### config.mk
export PLATFORM = sky130hd
export DESIGN_NAME = spi_reg_ctrl
export DESIGN_NICKNAME = d
export VERILOG_FILES = /design/src/rtl/spi_reg_pkg.sv /design/src/rtl/sync_edge_det.sv /design/src/rtl/spi_reg_ctrl.sv
export SDC_FILE = /design/constraint.sdc
export NUM_CORES = 1
export LEC_CHECK = 0
export CAP_MARGIN = 0
export CORE_ASPECT_RATIO = 1.1
export CORE_MARGIN = 2
export CORE_UTILIZATION = 35
export DETAILED_ROUTE_END_ITERATION = 6
export SETUP_SLACK_MARGIN = 0.1
export SLEW_MARGIN = 10
export SYNTH_ARGS = -nofsm -noshare
export SYNTH_HDL_FRONTEND = slang
export SYNTH_SLANG_ARGS = --single-unit
### constraint.sdc
create_clock -name clk -period 2.7 [get_ports clk]
set_input_delay 0.405 -clock clk [delete_from_list [all_inputs] [get_ports clk]]
set_output_delay 0.405 -clock clk [all_outputs]
set_load 0.05 [all_outputs]
### src/rtl/spi_reg_pkg.sv
// spi_reg_pkg: register map and frame constants shared by the SPI register controller.
package spi_reg_pkg;
    localparam logic [6:0] ADDR_OUT_LO = 7'h00;
    localparam logic [6:0] ADDR_OUT_HI = 7'h01;
    localparam logic [6:0] ADDR_PWM_LO = 7'h02;
    localparam logic [6:0] ADDR_PWM_HI = 7'h03;
    localparam logic [6:0] ADDR_DUTY   = 7'h04;
    localparam logic [6:0] MAX_ADDR    = 7'h04;
    localparam logic [4:0] FRAME_BITS  = 5'd16;
    localparam logic [4:0] CNT_SAT     = 5'd17;
endpackage

### src/rtl/sync_edge_det.sv
// sync_edge_det: 2-flop synchronizer + history flop; ports clk, rst, d (async in), lvl (synced level), rise/fall (registered one-clk edge pulses).
module sync_edge_det #(
    parameter logic RST_VAL = 1'b0
) (
    input  logic clk,
    input  logic rst,
    input  logic d,
    output logic lvl,
    output logic rise,
    output logic fall
);
    logic s1_q, s2_q, h_q, rise_q, fall_q;
    logic rise_d, fall_d;
    always_comb begin
        rise_d = s2_q & ~h_q;
        fall_d = ~s2_q & h_q;
    end
    always_ff @(posedge clk) begin
        if (rst) begin
            s1_q   <= RST_VAL;
            s2_q   <= RST_VAL;
            h_q    <= RST_VAL;
            rise_q <= 1'b0;
            fall_q <= 1'b0;
        end else begin
            s1_q   <= d;
            s2_q   <= s1_q;
            h_q    <= s2_q;
            rise_q <= rise_d;
            fall_q <= fall_d;
        end
    end
    // lvl is the history flop, so it lines up with the registered edge pulses
    assign lvl  = h_q;
    assign rise = rise_q;
    assign fall = fall_q;
endmodule

### src/rtl/spi_reg_ctrl.sv
// spi_reg_ctrl: SPI mode-0 write-only register file; ports clk, rst, sclk/copi/ncs (async SPI), five 8-bit config registers, wr_strobe, frame_err pulses.
module spi_reg_ctrl
    import spi_reg_pkg::*;
(
    input  logic       clk,
    input  logic       rst,
    input  logic       sclk,
    input  logic       copi,
    input  logic       ncs,
    output logic [7:0] en_reg_out_7_0,
    output logic [7:0] en_reg_out_15_8,
    output logic [7:0] en_reg_pwm_7_0,
    output logic [7:0] en_reg_pwm_15_8,
    output logic [7:0] pwm_duty_cycle,
    output logic       wr_strobe,
    output logic       frame_err
);
    logic sclk_lvl, sclk_rise, sclk_fall;
    logic copi_lvl, copi_rise, copi_fall;
    logic ncs_lvl, ncs_rise, ncs_fall;
    logic unused_edges;
    sync_edge_det #(.RST_VAL(1'b0)) u_sclk (.clk(clk), .rst(rst), .d(sclk), .lvl(sclk_lvl), .rise(sclk_rise), .fall(sclk_fall));
    sync_edge_det #(.RST_VAL(1'b0)) u_copi (.clk(clk), .rst(rst), .d(copi), .lvl(copi_lvl), .rise(copi_rise), .fall(copi_fall));
    sync_edge_det #(.RST_VAL(1'b1)) u_ncs  (.clk(clk), .rst(rst), .d(ncs),  .lvl(ncs_lvl),  .rise(ncs_rise),  .fall(ncs_fall));
    assign unused_edges = ^{sclk_lvl, sclk_fall, copi_rise, copi_fall};
    logic [15:0] sr_q, sr_d;
    logic [4:0]  cnt_q, cnt_d;
    logic        armed_q, armed_d;
    logic [7:0]  out_lo_q, out_lo_d, out_hi_q, out_hi_d;
    logic [7:0]  pwm_lo_q, pwm_lo_d, pwm_hi_q, pwm_hi_d, duty_q, duty_d;
    logic        wr_q, wr_d, err_q, err_d;
    logic        sample, commit;
    always_comb begin
        // a sclk edge coinciding with ncs deassertion is dropped
        sample   = sclk_rise & ~ncs_lvl & ~ncs_rise;
        // armed guards against an ncs rise with no falling edge since reset
        commit   = ncs_rise & armed_q & (cnt_q == FRAME_BITS) & sr_q[15] & (sr_q[14:8] <= MAX_ADDR);
        err_d    = ncs_rise & armed_q & (cnt_q != FRAME_BITS);
        wr_d     = commit;
        sr_d     = ncs_fall ? 16'h0000 : sample ? {sr_q[14:0], copi_lvl} : sr_q;
        cnt_d    = ncs_fall ? 5'd0 : (sample && cnt_q != CNT_SAT) ? cnt_q + 5'd1 : cnt_q;
        armed_d  = ncs_fall ? 1'b1 : ncs_rise ? 1'b0 : armed_q;
        out_lo_d = (commit && sr_q[14:8] == ADDR_OUT_LO) ? sr_q[7:0] : out_lo_q;
        out_hi_d = (commit && sr_q[14:8] == ADDR_OUT_HI) ? sr_q[7:0] : out_hi_q;
        pwm_lo_d = (commit && sr_q[14:8] == ADDR_PWM_LO) ? sr_q[7:0] : pwm_lo_q;
        pwm_hi_d = (commit && sr_q[14:8] == ADDR_PWM_HI) ? sr_q[7:0] : pwm_hi_q;
        duty_d   = (commit && sr_q[14:8] == ADDR_DUTY)   ? sr_q[7:0] : duty_q;
    end
    always_ff @(posedge clk) begin
        if (rst) begin
            sr_q     <= '0;
            cnt_q    <= '0;
            armed_q  <= 1'b0;
            out_lo_q <= '0;
            out_hi_q <= '0;
            pwm_lo_q <= '0;
            pwm_hi_q <= '0;
            duty_q   <= '0;
            wr_q     <= 1'b0;
            err_q    <= 1'b0;
        end else begin
            sr_q     <= sr_d;
            cnt_q    <= cnt_d;
            armed_q  <= armed_d;
            out_lo_q <= out_lo_d;
            out_hi_q <= out_hi_d;
            pwm_lo_q <= pwm_lo_d;
            pwm_hi_q <= pwm_hi_d;
            duty_q   <= duty_d;
            wr_q     <= wr_d;
            err_q    <= err_d;
        end
    end
    assign en_reg_out_7_0  = out_lo_q;
    assign en_reg_out_15_8 = out_hi_q;
    assign en_reg_pwm_7_0  = pwm_lo_q;
    assign en_reg_pwm_15_8 = pwm_hi_q;
    assign pwm_duty_cycle  = duty_q;
    assign wr_strobe       = wr_q;
    assign frame_err       = err_q;
endmodule

# == Yosys cells after proc, flatten, opt, wreduce, memory -nomap -nowiden ==
# Index checks and enable logic that the tools add are counted.
# word_totals
inputBits,5
ff_bits,76
word_cells,56
# classes
n_mux,2
addsub,1
n_bitwise,14
n_reduce_logical,9
n_eq_ne,7
n_lt_le_gt_ge,1
# ops
operator,n
$eq 7x2->1 const B,2
$and 1x1->1,10
$ne 5x5->1 const B,2
$eq 7x1->1 const B,1
$eq 7x3->1 const B,1
$le 7x3->1 const B,1
$logic_not 7->1,1
$logic_and 1x1->1,6
$add 5x1->5 const B,1
$eq 5x5->1 const B,1
$not 1->1,4
$mux 1,2
$reduce_bool 2->1,1
$reduce_or 2->1,1

# == Logic depth before layout (Yosys ltp) ==
# Gate-level depths: netlist of run 1.
# depth
word_depth,5
mapped_depth,7
mapped_depth_nobuf,5

# == Hierarchy ==
# Synthesis of run 1 repeated with hierarchy kept, for this count alone.
# unflattened
hier_cells,297
area_unflattened_um2,3076.7
# modules_own_cells
mod,n_inst,cells_each,area_per_inst_um2
spi_reg_ctrl,1,267,2675.1
sync_edge_det,3,10,133.9

# == Least setup slack after synthesis of run 1 ==
# No wires, ideal clock.
# synth_timing
path_type,reg2reg
startpoint,register cnt_q[0]
endpoint,"register out_lo_q[7], in the netlist en_reg_out_7_0[7]"
arrival_ns,1.358
required_ns,2.577
slack_ns,1.219
stages_incl_launch_ff,8
n_path_buf,2
path_cell_list,dfxtp_1 -> inv_1 -> ha_1 -> and4bb_2 -> buf_6 -> and4_2 -> buf_6 -> mux2i_1
# synth_via
elab_chain_len,5
# synth_rtl
element,line,text
"start, declared",spi_reg_ctrl.sv:27,"logic [4:0] cnt_q, cnt_d;"
"start signal, assigned",spi_reg_ctrl.sv:63,cnt_q <= cnt_d;
$eq 5x5->1,spi_reg_ctrl.sv:37,commit = ncs_rise & armed_q & (cnt_q == FRAME_BITS) & sr_q[15] & (sr_q[14:8] <= MAX_ADDR);
$and 1x1->1 (3 in series),spi_reg_ctrl.sv:37,
$logic_and 1x1->1,spi_reg_ctrl.sv:43,out_lo_d = (commit && sr_q[14:8] == ADDR_OUT_LO) ? sr_q[7:0] : out_lo_q;
"end signal, assigned",spi_reg_ctrl.sv:65,out_lo_q <= out_lo_d;
"end, declared",spi_reg_ctrl.sv:29,"logic [7:0] out_lo_q, out_lo_d, out_hi_q, out_hi_d;"
# No other way between the ends.
# A chain may end at the register's enable or synchronous reset.

# == Worst setup path in the final report of run 1 ==
# layout_timing
startpoint,"register pwm_hi_q[2], in the netlist en_reg_pwm_15_8[2]"
endpoint,output port en_reg_pwm_15_8[2]
# layout_lines
element,line,text
"start, declared",spi_reg_ctrl.sv:30,"logic [7:0] pwm_lo_q, pwm_lo_d, pwm_hi_q, pwm_hi_d, duty_q, duty_d;"
"start signal, assigned",spi_reg_ctrl.sv:68,pwm_hi_q <= pwm_hi_d;
"end, declared",spi_reg_ctrl.sv:13,"output logic [7:0] en_reg_pwm_15_8,"
# No word-level cell between the ends.

==> results of run 1 <==
## cells in the final DEF, fill, tap and decap left out, types with 2 or more instances in the layout
cell / count
sky130_fd_sc_hd__a21oi_1: 20
sky130_fd_sc_hd__clkbuf_1: 2
sky130_fd_sc_hd__clkbuf_8: 11
sky130_fd_sc_hd__clkdlybuf4s50_1: 46
sky130_fd_sc_hd__dfxtp_1: 76
sky130_fd_sc_hd__ha_1: 3
sky130_fd_sc_hd__inv_1: 5
sky130_fd_sc_hd__mux2i_1: 42
sky130_fd_sc_hd__nand2_1: 35
sky130_fd_sc_hd__nand2b_1: 48
sky130_fd_sc_hd__nand3_1: 4
sky130_fd_sc_hd__nand4_1: 2
sky130_fd_sc_hd__nand4_2: 4
sky130_fd_sc_hd__nor2_1: 4
sky130_fd_sc_hd__nor2b_1: 7
sky130_fd_sc_hd__nor3_1: 2
sky130_fd_sc_hd__nor3b_1: 4
sky130_fd_sc_hd__nor4bb_1: 2
sky130_fd_sc_hd__o21ai_0: 3
sky130_fd_sc_hd__or2_2: 4
sky130_fd_sc_hd__or3_1: 2
## state kept, by name, summed over array words and instances (netlist names), 5 cells and up
name             flops
sr_q                16
en_reg_out_7_0       8
cnt_q                5
en_reg_out_15_8      8
pwm_duty_cycle       8
en_reg_pwm_15_8      8
en_reg_pwm_7_0       8
## logic make-up after synthesis
kind of cell / after synthesis
adder cells (fa/ha/maj): 3
flip-flops: 76
AO/OA/AOI/OAI: 24
AND/OR/NAND/NOR: 126
multiplexers: 42
buffers and inverters: 21
## power groups by stage
stage / Clock (mW) / Combinational (mW) / Sequential, mW
4_1_cts: 0.811 / 0.0459 / 1.13
5_1_grt: 0.861 / 0.0493 / 1.13
3_3_place_gp: 0 / 0.0451 / 1.16
3_5_place_dp: 0 / 0.0458 / 1.16
6_report: 0.779 / 0.0443 / 1.13
2_1_floorplan: 0 / 0.0320 / 1.16
## worst paths after layout
check | start | to | cells past startpoint
worst max register to register | cnt_q[0]$_SDFFE_PP0P_ | en_reg_out_15_8[6]$_SDFFE_PP0P_ | 5
worst min register to register | u_sclk.lvl$_SDFF_PP0_ | u_sclk.rise$_SDFF_PP0_ | 1
worst max-delay path | en_reg_pwm_15_8[2]$_SDFFE_PP0P_ | en_reg_pwm_15_8[2] | 1
worst min-delay path | u_sclk.lvl$_SDFF_PP0_ | u_sclk.rise$_SDFF_PP0_ | 1
## routing by layer
metal	up-vias	part of all wire, %	track usage, %
met5	-	0	0
met4	0	1.4	6.29
met3	8	3.6	2.70
met2	40	47	22.3
met1	964	48	18.0
li1	1063	-	-
## synth_stat cells
cell type | count | area (µm²)
sky130_fd_sc_hd__a21o_1 | 1 | 7.51
sky130_fd_sc_hd__a21oi_1 | 20 | 100
sky130_fd_sc_hd__and3b_1 | 1 | 8.76
sky130_fd_sc_hd__and4_2 | 1 | 10.0
sky130_fd_sc_hd__and4b_1 | 1 | 10.0
sky130_fd_sc_hd__and4bb_2 | 1 | 12.5
sky130_fd_sc_hd__buf_2 | 4 | 20.0
sky130_fd_sc_hd__buf_6 | 2 | 22.5
sky130_fd_sc_hd__clkbuf_1 | 10 | 37.5
sky130_fd_sc_hd__dfxtp_1 | 76 | 1520
sky130_fd_sc_hd__ha_1 | 3 | 37.5
sky130_fd_sc_hd__inv_1 | 5 | 18.8
sky130_fd_sc_hd__mux2i_1 | 42 | 420
sky130_fd_sc_hd__nand2_1 | 35 | 131
sky130_fd_sc_hd__nand2b_1 | 48 | 300
sky130_fd_sc_hd__nand3_1 | 4 | 20.0
sky130_fd_sc_hd__nand4_1 | 2 | 12.5
sky130_fd_sc_hd__nand4_2 | 4 | 50.1
sky130_fd_sc_hd__nand4bb_1 | 1 | 11.3
sky130_fd_sc_hd__nor2_1 | 4 | 15.0
sky130_fd_sc_hd__nor2b_1 | 7 | 43.8
sky130_fd_sc_hd__nor3_1 | 2 | 10.0
sky130_fd_sc_hd__nor3_2 | 1 | 10.0
sky130_fd_sc_hd__nor3b_1 | 5 | 37.5
sky130_fd_sc_hd__nor4bb_1 | 2 | 20.0
sky130_fd_sc_hd__o21ai_0 | 3 | 15.0
sky130_fd_sc_hd__or2_2 | 4 | 25.0
sky130_fd_sc_hd__or3_1 | 2 | 12.5
sky130_fd_sc_hd__or3b_2 | 1 | 8.76
## final cells by class
type | instances | area, µm²
well taps | 111 | 139
multi-input cells | 195 | 1340
clock inverters | 3 | 21.3
fillers | 786 | 4590
repair buffers | 48 | 488
clock buffers | 13 | 159
flip-flops and latches | 76 | 1520
inverters | 5 | 18.8
## per-stage QoR
| stage | hold WS (ns) | util, % | instances |
|---|---|---|---|
| after global routing | 0.401 | 44.5 | 451 |
| after floorplan | 0.367 | - | 292 |
| final | 0.385 | 44.5 | 451 |
| after CTS | 0.389 | 44.5 | 451 |
| after global placement | 0.373 | 42.3 | 435 |
| after detailed placement | 0.377 | 42.3 | 435 |
==> results.ini, run 1 <==
[drt]
detail_route.iter0.violations = 67
vias_per_cell = 4.60
drt-pass1-iter-count = 4
detail_route.drc_violations = 0
remaining_antenna_violation_count = 0
wl_per_cell_um = 13.0
detailroute.via_count = 2075
route.final.wire_length_mm = 5.87

[critical_path]
data_required_time_of_the_critical_path_ns = 2.30
setup.worst_path.start_class = register
cpMaxStageDelayCell = sky130_fd_sc_hd__clkdlybuf4s50_1
r2r_slack_ns = 0.98
worst_setup_end_kind = output pin
critical_path_peak_fanout = 2
cp_cell_sequence = clkdlybuf4s50_1
timing.critical_path.slowest_cell_delay_ns = 0.81
cp_data_arrival_time_ns = 1.52
setup.worst_path.class = register to output pin
path_buf_inv = 1
critical-path-top-delay-family = buffers and inverters

[floorplan]
die_y_um = 100
initial_utilization_pct = 35.6
die_w_um = 91.5
core_region_area_um2 = 8280
placementRows = 35
design.die.area_um2 = 9180
design.portCount = 47

[sta]
relSlewSlack_pct = 65.7
fmax_ghz = 0.519
finalMaxSlewViolations = 0
worstMarginPinSlew_ns = 0.513
postLayoutSetupSlackWorst_ns = 0.774
setup_tns_ns = 0
skew_ns = 0.00676
fin_crit_sh_pct = 71.4
period_minus_slack_ns = 1.93
report.final.setup_viol = 0
unrepaired_setup_endpoints_after_global_routing = false
hold_violations = 0

[pwr]
clock_power_share_pct = 39.9
vdd_ir_drop_max_v = 0.000288
switching_power_uw = 417
static-leakage-power_nw = 1.44
power.combinational.fraction_pct = 2.3
internal-power_mw = 1.54
seq_power_share_pct = 57.9
power_switching_share_pct = 21.4
total_power_mw = 1.95
power_density_nw_per_um2 = 530

[layout]
finish.net_count = 343
antenna_cells = 0
finalInstanceArea_um2 = 3680
area_growth_syn_to_layout_pct = 24.8
drive_above_1_share_pct = 8.53

[worst_hold_path]
min-delay-path-class = register to register

[clock_tree]
cts_max_level = 3
clk_transition_reported_paths_ns = 0.08
holdBufCountCts = 0
deepest_clock_path_buffer_count = 2
worst_skew_pair.late_latency_ns = 0.34
cts_root_buf = sky130_fd_sc_hd__clkbuf_8
clkSinkCount = 76
cts_resized = 0
cts_post_setup_buffers_inserted = 0
cts_tree = built
number_of_clock_buffers_inserted_by_tritoncts = 9

[run_status]
run_status = complete, no violations

[global_route]
grt_start_max_net_pins = 52
grt_pass1_wl_mm = 10.0
grt_util_all_layers_pct = 13.8
grt_remaining_overflow = 0
number_of_global_route_vias_before_repair = 2019
initial_antenna_violation_count = 0

[synth]
compound_gate_portion_of_the_synthesized_area_pct = 4.16
synth_top_family_by_area = simple AND/OR/NAND/NOR gates
mappedNetlistNets = 300
synthesized_area_divided_by_synthesized_cell_count_um2 = 10.1
synth_warnings = 0
netlist_area_um2 = 2950
post_synthesis_cell_type_count = 29
postSynthCellCount = 292
post_synth_mux_area_share_pct = 14.2
count_of_state_elements_after_synthesis = 76
synth_seq_area_share_pct = 51.6
post_synth_fa_ha_maj_area_fraction_pct = 1.27
synthSimpleGateAreaFrac_pct = 25.4
post_synth_xor_area_fraction_pct = 0

[placed_design]
portBuffers = 46
dp_worst_setup_slack_ns = 0.676
place_congestion = 0.707
placement.cell_area_um2 = 3500
hpwl_mm = 3.93

[run]
max-cap-violations = 0

Note: power is estimated with default switching activity, not from simulation.
==> inputs of run 2 (changes only) <==
==> constraint.sdc (replaced) <==
create_clock -name clk -period 1.7 [get_ports clk]
set_input_delay 0.255 -clock clk [delete_from_list [all_inputs] [get_ports clk]]
set_output_delay 0.255 -clock clk [all_outputs]
set_load 0.05 [all_outputs]
==> results.ini, run 2 (synthesis gave the netlist of run 1 again) <==
[pwr]
static-leakage-power_nw = 1.59
switching_power_uw = 731
power_switching_share_pct = 21.5
seq_power_share_pct = 52.8
total_power_mw = 3.40
internal-power_mw = 2.67
power.combinational.fraction_pct = 2.3
vdd_ir_drop_max_v = 0.000477
clock_power_share_pct = 44.9
power_density_nw_per_um2 = 918

[sta]
finalMaxSlewViolations = 0
unrepaired_setup_endpoints_after_global_routing = false
worstMarginPinSlew_ns = 0.384
fmax_ghz = 0.657
setup_tns_ns = 0
report.final.setup_viol = 0
postLayoutSetupSlackWorst_ns = 0.179
fin_crit_sh_pct = 89.5
skew_ns = 0.00877
relSlewSlack_pct = 74.4
period_minus_slack_ns = 1.52
hold_violations = 0
hold-worst-slack_ns = 0.387

[critical_path]
critical_path_peak_fanout = 8
length_in_cells_of_the_worst_reg_to_reg_path = 5
regToRegStartpoint = cnt_q[1]$_SDFFE_PP0P_
cp_data_arrival_time_ns = 1.79
worst_setup_end_kind = register
critical_path.reg2reg.endpoint = en_reg_out_7_0[2]$_SDFFE_PP0P_
data_required_time_of_the_critical_path_ns = 1.96
setup.worst_path.start_class = register
r2r_slack_ns = 0.18
setup.worst_path.class = register to register

[clock_tree]
holdBufCountCts = 0
clk_transition_reported_paths_ns = 0.08
deepest_clock_path_buffer_count = 2
cts_root_buf = sky130_fd_sc_hd__clkbuf_8
number_of_clock_buffers_inserted_by_tritoncts = 9
worst_skew_pair.late_latency_ns = 0.34
cts_tree = built
clkSinkCount = 76
cts_max_level = 3

[placed_design]
placement.cell_area_um2 = 3470
dpl.cell_count = 443
portBuffers = 46
dp_worst_setup_slack_ns = 0.0555
place_congestion = 0.802
hpwl_mm = 4.05

[layout]
nFillCells = 818
drive_above_1_share_pct = 23.6
mostFrequentLayoutCells = sky130_fd_sc_hd__dfxtp_1 (75), sky130_fd_sc_hd__buf_4 (50), sky130_fd_sc_hd__nand2b_1 (48)
finalInstanceArea_um2 = 3700
layout_commonest_cell = sky130_fd_sc_hd__dfxtp_1
antenna_cells = 0
finish.net_count = 351
largest_register_ff_count = 16
registers.top_by_ff_count = sr_q
layout.core_utilization_pct = 44.7
post_layout_nonfiller_instances = 459
area_growth_syn_to_layout_pct = 25.4

[floorplan]
die_y_um = 100
die_w_um = 91.5
initial_utilization_pct = 35.6
placementRows = 35
core_region_area_um2 = 8280
design.portCount = 47
design.die.area_um2 = 9180

[global_route]
grt_pass1_wl_mm = 9.97
number_of_global_route_vias_before_repair = 2090
grtUsageMet2_pct = 21.8
initial_antenna_violation_count = 0
grt_remaining_overflow = 0
groute.layer.met1.usage_pct = 17.4
grt.met3_usage_pct = 3.45
grt_start_max_net_pins = 39
global_route.peak_usage_layer = met2
grt_util_all_layers_pct = 13.6

[drt]
detail_route.drc_violations = 0
route.final.wire_length_mm = 5.90
remaining_antenna_violation_count = 0
detail_route.iter0.violations = 67
vias_per_cell = 4.56
detailroute.via_count = 2093
wl_per_cell_um = 12.8
drt-pass1-iter-count = 4

[worst_hold_path]
worst_hold_startpoint = u_sclk.lvl$_SDFF_PP0_
min-delay-path-class = register to register
worstHoldPathCells = 1
endpoint_with_the_worst_hold_slack = u_sclk.rise$_SDFF_PP0_

[run]
max-cap-violations = 0

[run_status]
run_status = complete, no violations

[run 2: changes by cell type in the layout (fill, tap and decap cells not counted), sizes merged]
cell / change
buf: +50
clkdlybuf4s50: -42
clkbuf: -4
bufinv: +2
clkinv: +1
inv: +1
[run 2: worst max path at each step]
stage / from / end
4_1_cts: cnt_q[0]$_SDFFE_PP0P_ / en_reg_out_7_0[2]$_SDFFE_PP0P_
6_report: cnt_q[1]$_SDFFE_PP0P_ / en_reg_out_7_0[2]$_SDFFE_PP0P_
3_3_place_gp: cnt_q[0]$_SDFFE_PP0P_ / en_reg_out_7_0[1]$_SDFFE_PP0P_
5_1_grt: cnt_q[1]$_SDFFE_PP0P_ / en_reg_out_7_0[2]$_SDFFE_PP0P_
3_5_place_dp: cnt_q[0]$_SDFFE_PP0P_ / en_reg_out_7_0[2]$_SDFFE_PP0P_
2_1_floorplan: cnt_q[0]$_SDFFE_PP0P_ / en_reg_out_7_0[7]$_SDFFE_PP0P_
[run 2: layer usage]
metal	vias up	part of all wire (%)	wire, µm
met5	-	0	0
met4	0	1.4	82
met3	8	4.3	252
met2	43	45	2680
met1	967	49	2890
li1	1075	-	-
[run 2: power by group through the flow]
| stage | logic, mW | registers (mW) | clock network, mW |
|---|---|---|---|
| after floorplan | 0.0508 | 1.83 | 0 |
| after global placement | 0.0774 | 1.84 | 0 |
| after detailed placement | 0.0779 | 1.84 | 0 |
| after CTS | 0.0781 | 1.79 | 1.57 |
| after global routing | 0.0835 | 1.80 | 1.64 |
| final | 0.0770 | 1.79 | 1.53 |
[run 2: worst max-delay path: stages (launching register included)]
cell	delay [ns]
sky130_fd_sc_hd__dfxtp_1	0.35
sky130_fd_sc_hd__inv_1	0.09
sky130_fd_sc_hd__ha_1	0.14
sky130_fd_sc_hd__and4bb_4	0.30
sky130_fd_sc_hd__and4_4	0.35
sky130_fd_sc_hd__mux2i_1	0.22
[run 2: area by class of cell]
class / count / area, µm² / area share, %
Sequential cell: 76 / 1520 / 41.2
Multi-Input combinational cell: 195 / 1340 / 36.2
Inverter: 5 / 18.8 / 0.507
Tap cell: 111 / 139 / 3.76
Clock buffer: 9 / 124 / 3.35
Clock inverter: 7 / 98.8 / 2.67
Timing Repair Buffer: 56 / 455 / 12.3
[run 2: repair_timing]
| item | CTS | global route |
|---|---|---|
| setup buffers | 0 | 0 |
| resized for setup | 1 | 2 |
| endpoints found under the setup margin | 8 | 39 |
| hold endpoints to repair | 0 | 0 |
| pin swaps | 0 | 1 |
==> inputs of run 3 (changes only) <==
--- a/config.mk
+++ b/config.mk
@@ -9,6 +9,7 @@
 export CORE_ASPECT_RATIO = 1.1
 export CORE_MARGIN = 2
 export CORE_UTILIZATION = 35
+export CTS_BUF_LIST = sky130_fd_sc_hd__clkbuf_2 sky130_fd_sc_hd__clkbuf_4 sky130_fd_sc_hd__clkbuf_8
 export DETAILED_ROUTE_END_ITERATION = 6
 export SETUP_SLACK_MARGIN = 0.1
 export SLEW_MARGIN = 10
==> results of run 3 <==
Same layout as run 2: the final DEF is identical, and so are final timing and power.
